===== src/rtl/bus_signal_pipe_if.sv =====
// bus_signal_pipe_if: source/consumer bundle for bus_signal_pipe
//   in_data/in_sel/in_mode/in_valid/in_ready : source side handshake
//   out_data/out_valid/out_ready             : consumer side handshake
//   xfer_count                               : completed output transfers
//   master = the environment driving the block, slave = the block itself
interface bus_signal_pipe_if #(
    parameter int WIDTH    = 4,
    parameter int CHANNELS = 2,
    parameter int SEL_W    = $clog2(CHANNELS),
    parameter int CNT_W    = 8
);
    logic [CHANNELS*WIDTH-1:0] in_data;
    logic [SEL_W-1:0]          in_sel;
    logic [1:0]                in_mode;
    logic                      in_valid;
    logic                      in_ready;
    logic [WIDTH-1:0]          out_data;
    logic                      out_valid;
    logic                      out_ready;
    logic [CNT_W-1:0]          xfer_count;

    modport master (
        output in_data, in_sel, in_mode, in_valid, out_ready,
        input  in_ready, out_data, out_valid, xfer_count
    );

    modport slave (
        input  in_data, in_sel, in_mode, in_valid, out_ready,
        output in_ready, out_data, out_valid, xfer_count
    );
endinterface


===== src/rtl/bus_signal_pipe.sv =====
// bus_signal_pipe: combines CHANNELS buses (select/AND/OR/XOR) into a 2-entry valid/ready buffer
//   clk, rst_n (async, active-low)
//   bus.in_*  : combine operands, mode and source handshake
//   bus.out_* : registered result and consumer handshake
//   bus.xfer_count : pop counter, wraps modulo 2^CNT_W
module bus_signal_pipe #(
    parameter int WIDTH    = 4,
    parameter int CHANNELS = 2,
    parameter int SEL_W    = $clog2(CHANNELS),
    parameter int CNT_W    = 8
) (
    input logic              clk,
    input logic              rst_n,
    bus_signal_pipe_if.slave bus
);
    typedef enum logic [1:0] {EMPTY = 2'd0, ONE = 2'd1, TWO = 2'd2} state_t;

    state_t           state_q, state_d;
    logic [WIDTH-1:0] main_q, main_d;
    logic [WIDTH-1:0] skid_q, skid_d;
    logic [CNT_W-1:0] cnt_q, cnt_d;
    logic [SEL_W-1:0] sel;
    logic [WIDTH-1:0] ch, sel_res, and_res, or_res, xor_res, result;
    logic             in_ready, out_valid, accept, pop;

    assign sel       = bus.in_sel;
    assign in_ready  = state_q != TWO;
    assign out_valid = state_q != EMPTY;
    assign accept    = bus.in_valid & in_ready;
    assign pop       = out_valid & bus.out_ready;

    // An out-of-range select never matches a channel, so it leaves zeros.
    always_comb begin
        ch      = '0;
        sel_res = '0;
        and_res = '1;
        or_res  = '0;
        xor_res = '0;
        for (int k = 0; k < CHANNELS; k++) begin
            ch      = bus.in_data[k*WIDTH +: WIDTH];
            and_res = and_res & ch;
            or_res  = or_res | ch;
            xor_res = xor_res ^ ch;
            sel_res = (int'(sel) == k) ? ch : sel_res;
        end
        result = bus.in_mode == 2'b00 ? sel_res :
                 bus.in_mode == 2'b01 ? and_res :
                 bus.in_mode == 2'b10 ? or_res  : xor_res;
    end

    always_comb begin
        state_d = state_q;
        main_d  = main_q;
        skid_d  = skid_q;
        cnt_d   = cnt_q + CNT_W'(pop);
        case (state_q)
            EMPTY: begin
                main_d  = accept ? result : main_q;
                state_d = accept ? ONE : EMPTY;
            end
            ONE: begin
                main_d  = (accept & pop) ? result : main_q;
                skid_d  = (accept & ~pop) ? result : skid_q;
                state_d = (accept & ~pop) ? TWO : (~accept & pop) ? EMPTY : ONE;
            end
            TWO: begin
                main_d  = pop ? skid_q : main_q;
                state_d = pop ? ONE : TWO;
            end
            default: state_d = EMPTY;
        endcase
    end

    always_ff @(posedge clk or negedge rst_n) begin
        if (!rst_n) begin
            state_q <= EMPTY;
            main_q  <= '0;
            skid_q  <= '0;
            cnt_q   <= '0;
        end else begin
            state_q <= state_d;
            main_q  <= main_d;
            skid_q  <= skid_d;
            cnt_q   <= cnt_d;
        end
    end

    assign bus.in_ready   = in_ready;
    assign bus.out_valid  = out_valid;
    assign bus.out_data   = main_q;
    assign bus.xfer_count = cnt_q;
endmodule


===== src/flat_wrapper.sv =====
// flat-port wrapper written by rule: the top's interface ports become plain ports
module bus_signal_pipe_flat 
#(
    parameter int WIDTH    = 4,
    parameter int CHANNELS = 2,
    parameter int SEL_W    = $clog2(CHANNELS),
    parameter int CNT_W    = 8
)
  (clk, rst_n, bus_in_data, bus_in_sel, bus_in_mode, bus_in_valid, bus_out_ready, bus_in_ready, bus_out_data, bus_out_valid, bus_xfer_count);
  bus_signal_pipe_if #(.WIDTH(WIDTH), .CHANNELS(CHANNELS), .SEL_W(SEL_W), .CNT_W(CNT_W)) bus_i ();
  input logic clk;
  input logic rst_n;
  input wire logic [$bits(bus_i.in_data)-1:0] bus_in_data;
  input wire logic [$bits(bus_i.in_sel)-1:0] bus_in_sel;
  input wire logic [$bits(bus_i.in_mode)-1:0] bus_in_mode;
  input wire logic [$bits(bus_i.in_valid)-1:0] bus_in_valid;
  input wire logic [$bits(bus_i.out_ready)-1:0] bus_out_ready;
  output wire logic [$bits(bus_i.in_ready)-1:0] bus_in_ready;
  output wire logic [$bits(bus_i.out_data)-1:0] bus_out_data;
  output wire logic [$bits(bus_i.out_valid)-1:0] bus_out_valid;
  output wire logic [$bits(bus_i.xfer_count)-1:0] bus_xfer_count;
  assign bus_i.in_data = bus_in_data;
  assign bus_i.in_sel = bus_in_sel;
  assign bus_i.in_mode = bus_in_mode;
  assign bus_i.in_valid = bus_in_valid;
  assign bus_i.out_ready = bus_out_ready;
  assign bus_in_ready = bus_i.in_ready;
  assign bus_out_data = bus_i.out_data;
  assign bus_out_valid = bus_i.out_valid;
  assign bus_xfer_count = bus_i.xfer_count;
  bus_signal_pipe #(.WIDTH(WIDTH), .CHANNELS(CHANNELS), .SEL_W(SEL_W), .CNT_W(CNT_W)) u_core (.clk(clk), .rst_n(rst_n), .bus(bus_i));
endmodule

===== config.mk =====
export PLATFORM = sky130hd
export DESIGN_NAME = bus_signal_pipe_flat
export DESIGN_NICKNAME = d
export VERILOG_FILES = /design/src/rtl/bus_signal_pipe_if.sv /design/src/rtl/bus_signal_pipe.sv /design/src/flat_wrapper.sv
export SDC_FILE = /design/constraint.sdc
export NUM_CORES = 1
export LEC_CHECK = 0
export BUFFER_PORTS_ARGS = -buffer_cell sky130_fd_sc_hd__buf_2
export CAP_MARGIN = 40
export CORE_MARGIN = 2
export CORE_UTILIZATION = 51
export DETAILED_ROUTE_END_ITERATION = 7
export GPL_ROUTABILITY_DRIVEN = 0
export PLACE_DENSITY = 0.74
export SLEW_MARGIN = 20
export SYNTH_ARGS = -nofsm -noshare
export SYNTH_HDL_FRONTEND = slang
export SYNTH_SLANG_ARGS = --single-unit

===== constraint.sdc =====
create_clock -name clk -period 1.6 [get_ports clk]
set_input_delay 0.32 -clock clk [delete_from_list [all_inputs] [get_ports clk]]
set_output_delay 0.32 -clock clk [all_outputs]
set_load 0.1 [all_outputs]

==> metrics.md <==
| Metric | Value |
|---|---|
| Vias per inst | `5.22` |
| Clk sinks | `18` |
| Max_cap viols | `0` |
| Slew @ Worst Pin | `0.488 ns` |
| Slowest stage cell on the critical path | `dfrtp_2` |
| Ys Warns | `0` |
| Fill count | `162` |
| Clock Pin Slew Worst Setup and Hold Paths | `0.10 ns` |
| CTS tree | `done` |
| Pin count of the biggest net entering global routing | `19` |
| Post-synthesis simple-gate area fraction | `15.4%` |
| Iteration-0 DRC count of the detailed router | `7` |
| CP Capture Type | `primary output` |
| Adder-Cell Fraction of Synth Area | `10.2%` |
| Chip Height | `50.5 um` |
| Dpl hpwl | `1770 um` |
| Crit-path cells | `or2_2, buf_6` |
| Core ar. | `2000 um^2` |
| GR Overflow Total | `0` |
| Clk_lat worst skew | `0.30 ns` |
| Final period util | `99.3%` |
| Final Hold Violating Endpoints | `0` |
| Crit path DAT | `1.27 ns` |
| GRT Total Usage | `19.5%` |
| Tightest Hold Check Type | `in2reg` |
| DRT Pass-1 Iters | `4` |
| Layout cell share with drive strength beyond 1 | `38.3%` |
| Mux share of post-synthesis cell area | `9.53%` |
| Worst Path Required | `1.28 ns` |
| Nets | `between 150 and 200` |
| Drt total wl | `2270 um` |
| Die area | `about 2500 um^2` |
| Critical path class | `reg2out` |
| Relative slew slack | `67.7%` |
| Achievable Freq | `about 0.63 GHz` |
| Die extent in x | `50.5 um` |
| Clk root buf | `clkbuf_4` |
| Area growth, synth to finish | `28.6%` |
| Min Tclk post-route | `approximately 1.6 ns` |
| Max-slew violations | `0` |
| Yosys cell types | `26` |
| Post-synthesis xor/xnor area fraction | `5.56%` |
| Worst VDD drop | `0.00130 V` |
| Synth Area per Inst | `9.42 um^2` |
| Synth Area in Compound Gates | `11.9%` |
| Count of state elements after synthesis | `18` |
| # diodes | `0` |
| Synthesized instance count | `between 100 and 150` |
| DRT antenna net count | `0` |
| Syn nets | `141` |
| Main combinational cell family by area after synthesis | `simple AND/OR/NAND/NOR gates` |
| Input/output buffers | `28` |
| TNS Setup | `0 ns` |
| Sequential fraction of the synthesis area | `40.9%` |
| Max incr delay on CP | `around 0.46 ns` |
| Vias in the first global route | `929` |
| Total CTS buffers | `3` |
| H-tree lvl count | `1` |
| Clock tree buffer depth | `2` |
| Initial Util | `55.1%` |
| Cell Count, Final, Fillers Out | `181` |
| PD cells | `1700 nW/um^2` |
| I/O pins | `29` |
| Antenna violations before repair | `0` |
| DP Cell Count | `about 170` |
| WL per Instance | `approximately 13 um` |
| CP max FO | `5` |
| Layout Skew | `0.00192 ns` |
| First-pass GRT wire length | `3800 um` |
| Routed via count | `945` |
| Mapped Area | `1100 um^2` |
| Run status | `finished clean` |
| Setup violators final | `0` |
| LEAKAGE | `about 0.70 nW` |
| CP startpoint kind | `flip-flop` |
| DRC | `0` |
| Cell Rows | `16` |
## sequential cells by signal, indices dropped and copies added (netlist names)
signal and cells:
u_core.bus.out_data 4, u_core.bus.xfer_count 8, u_core.skid_q 4, u_core.state_q 2
## Yosys cell counts
cell	count	share of area [%]
o2bb2ai_1	1	0.79
mux2_4	2	2.7
nor2b_1	4	2.3
inv_1	15	5.1
o211ai_2	1	1.1
a21oi_1	4	1.8
ha_1	9	10
and3_1	1	0.57
and3b_1	1	0.79
nand3_1	6	2.7
o21a_1	1	0.68
nand2_1	8	2.7
mux2i_1	3	2.7
xnor2_1	5	4.0
dfrtp_1	18	41
or2_2	1	0.57
o22ai_1	2	1.1
nor2_1	11	3.7
xor2_1	2	1.6
nor3_1	3	1.4
nor3b_1	1	0.68
mux4_2	2	4.1
clkbuf_1	4	1.4
o21ai_0	8	3.6
a41oi_1	2	1.6
a31oi_1	2	1.1
## critical path: cells and delay by family, from the launching register on
kind	cells	cell delay, ns
flip-flops	1	0.46
AND/OR/NAND/NOR	1	0.31
buffers and inverters	1	0.19
## placed cells by master (no fill, tap or decap), types with 2 or more instances in the layout
cell type  instances
a21oi_1            4
a31oi_1            2
a41oi_1            2
buf_2             26
buf_4              8
buf_6              2
clkbuf_4           3
dfrtp_1           10
dfrtp_2            8
ha_1               9
inv_1             14
mux2_4             2
mux2i_1            3
mux4_2             2
nand2_1            8
nand3_1            5
nor2_1            11
nor2b_1            3
nor3_1             2
o21ai_0            6
o21ai_1            2
o22ai_1            2
xnor2_1            5
xor2_1             2
## cell families (layout without fill, tap and decap cells)
kind of cell	count (synthesis)	in the layout
fa+ha+maj	9	9
flops	18	18
buf+inv	19	56
simple gates	36	36
xor+xnor	7	7
compound gates	21	21
mux	7	7
## through the flow
step / area (um^2) / utilization, % / power (mW) / hold slack, ns / setup slack [ns]
floorplan: 1120 / - / 1.85 / 0.0244 / -0.0623
global placement: 1320 / 66.1 / 2.06 / 0.264 / 0.0173
detailed placement: 1320 / 66.1 / 2.10 / 0.269 / -0.0191
CTS: 1410 / 70.2 / 2.41 / 0.259 / 0.0174
global route: 1420 / 70.8 / 2.51 / 0.289 / -0.0163
finish: 1420 / 70.8 / 2.41 / 0.263 / 0.0114
## final timing paths
path / slack, ns / to / startpoint / cells after the start
worst max-delay path: 0.01 / bus_out_valid / u_core.state_q[0] / 2
worst min-delay path: 0.26 / u_core.state_q[1] / bus_out_ready / 2
worst max register to register: 0.13 / u_core.bus.xfer_count[6] / u_core.state_q[1] / 6
worst min register to register: 0.47 / u_core.bus.xfer_count[7] / u_core.bus.xfer_count[7] / 1
max in group asynchronous: 0.84 / u_core.bus.xfer_count[3] / rst_n / 2
min in group asynchronous: 0.46 / u_core.bus.out_data[0] / rst_n / 2
## area by class of cell
cell class	instances	area (um^2)	share of cell area, %
repair buffers	37	223	15.7
multi-input cells	80	604	42.6
inverters	15	60.1	4.24
well taps	27	33.8	2.38
clock buffers	4	36.3	2.56
flip-flops and latches	18	460	32.5
## layer usage
| metal | track usage (%) | vias up | wire, um |
|---|---|---|---|
| li1 | - | 467 | - |
| met1 | 20.2 | 444 | 906 |
| met2 | 37.9 | 27 | 1200 |
| met3 | 1.49 | 7 | 90 |
| met4 | 11.3 | 0 | 70 |
| met5 | 0 | - | 0 |
## report_power, final
group	internal, mW	switching [mW]	total (mW)
Combinational	0.287	1.08	1.37
Sequential	0.626	0.132	0.758
Clock	0.139	0.148	0.287
## repair_timing
action                                  in CTS  in global routing
endpoints found under the hold margin       18                  0
setup buffers                                2                  0
endpoints found under the setup margin       2                 11
hold buffers                                 1                  0
resized for setup                            7                  4
Note: power is estimated with default switching activity, not from simulation.
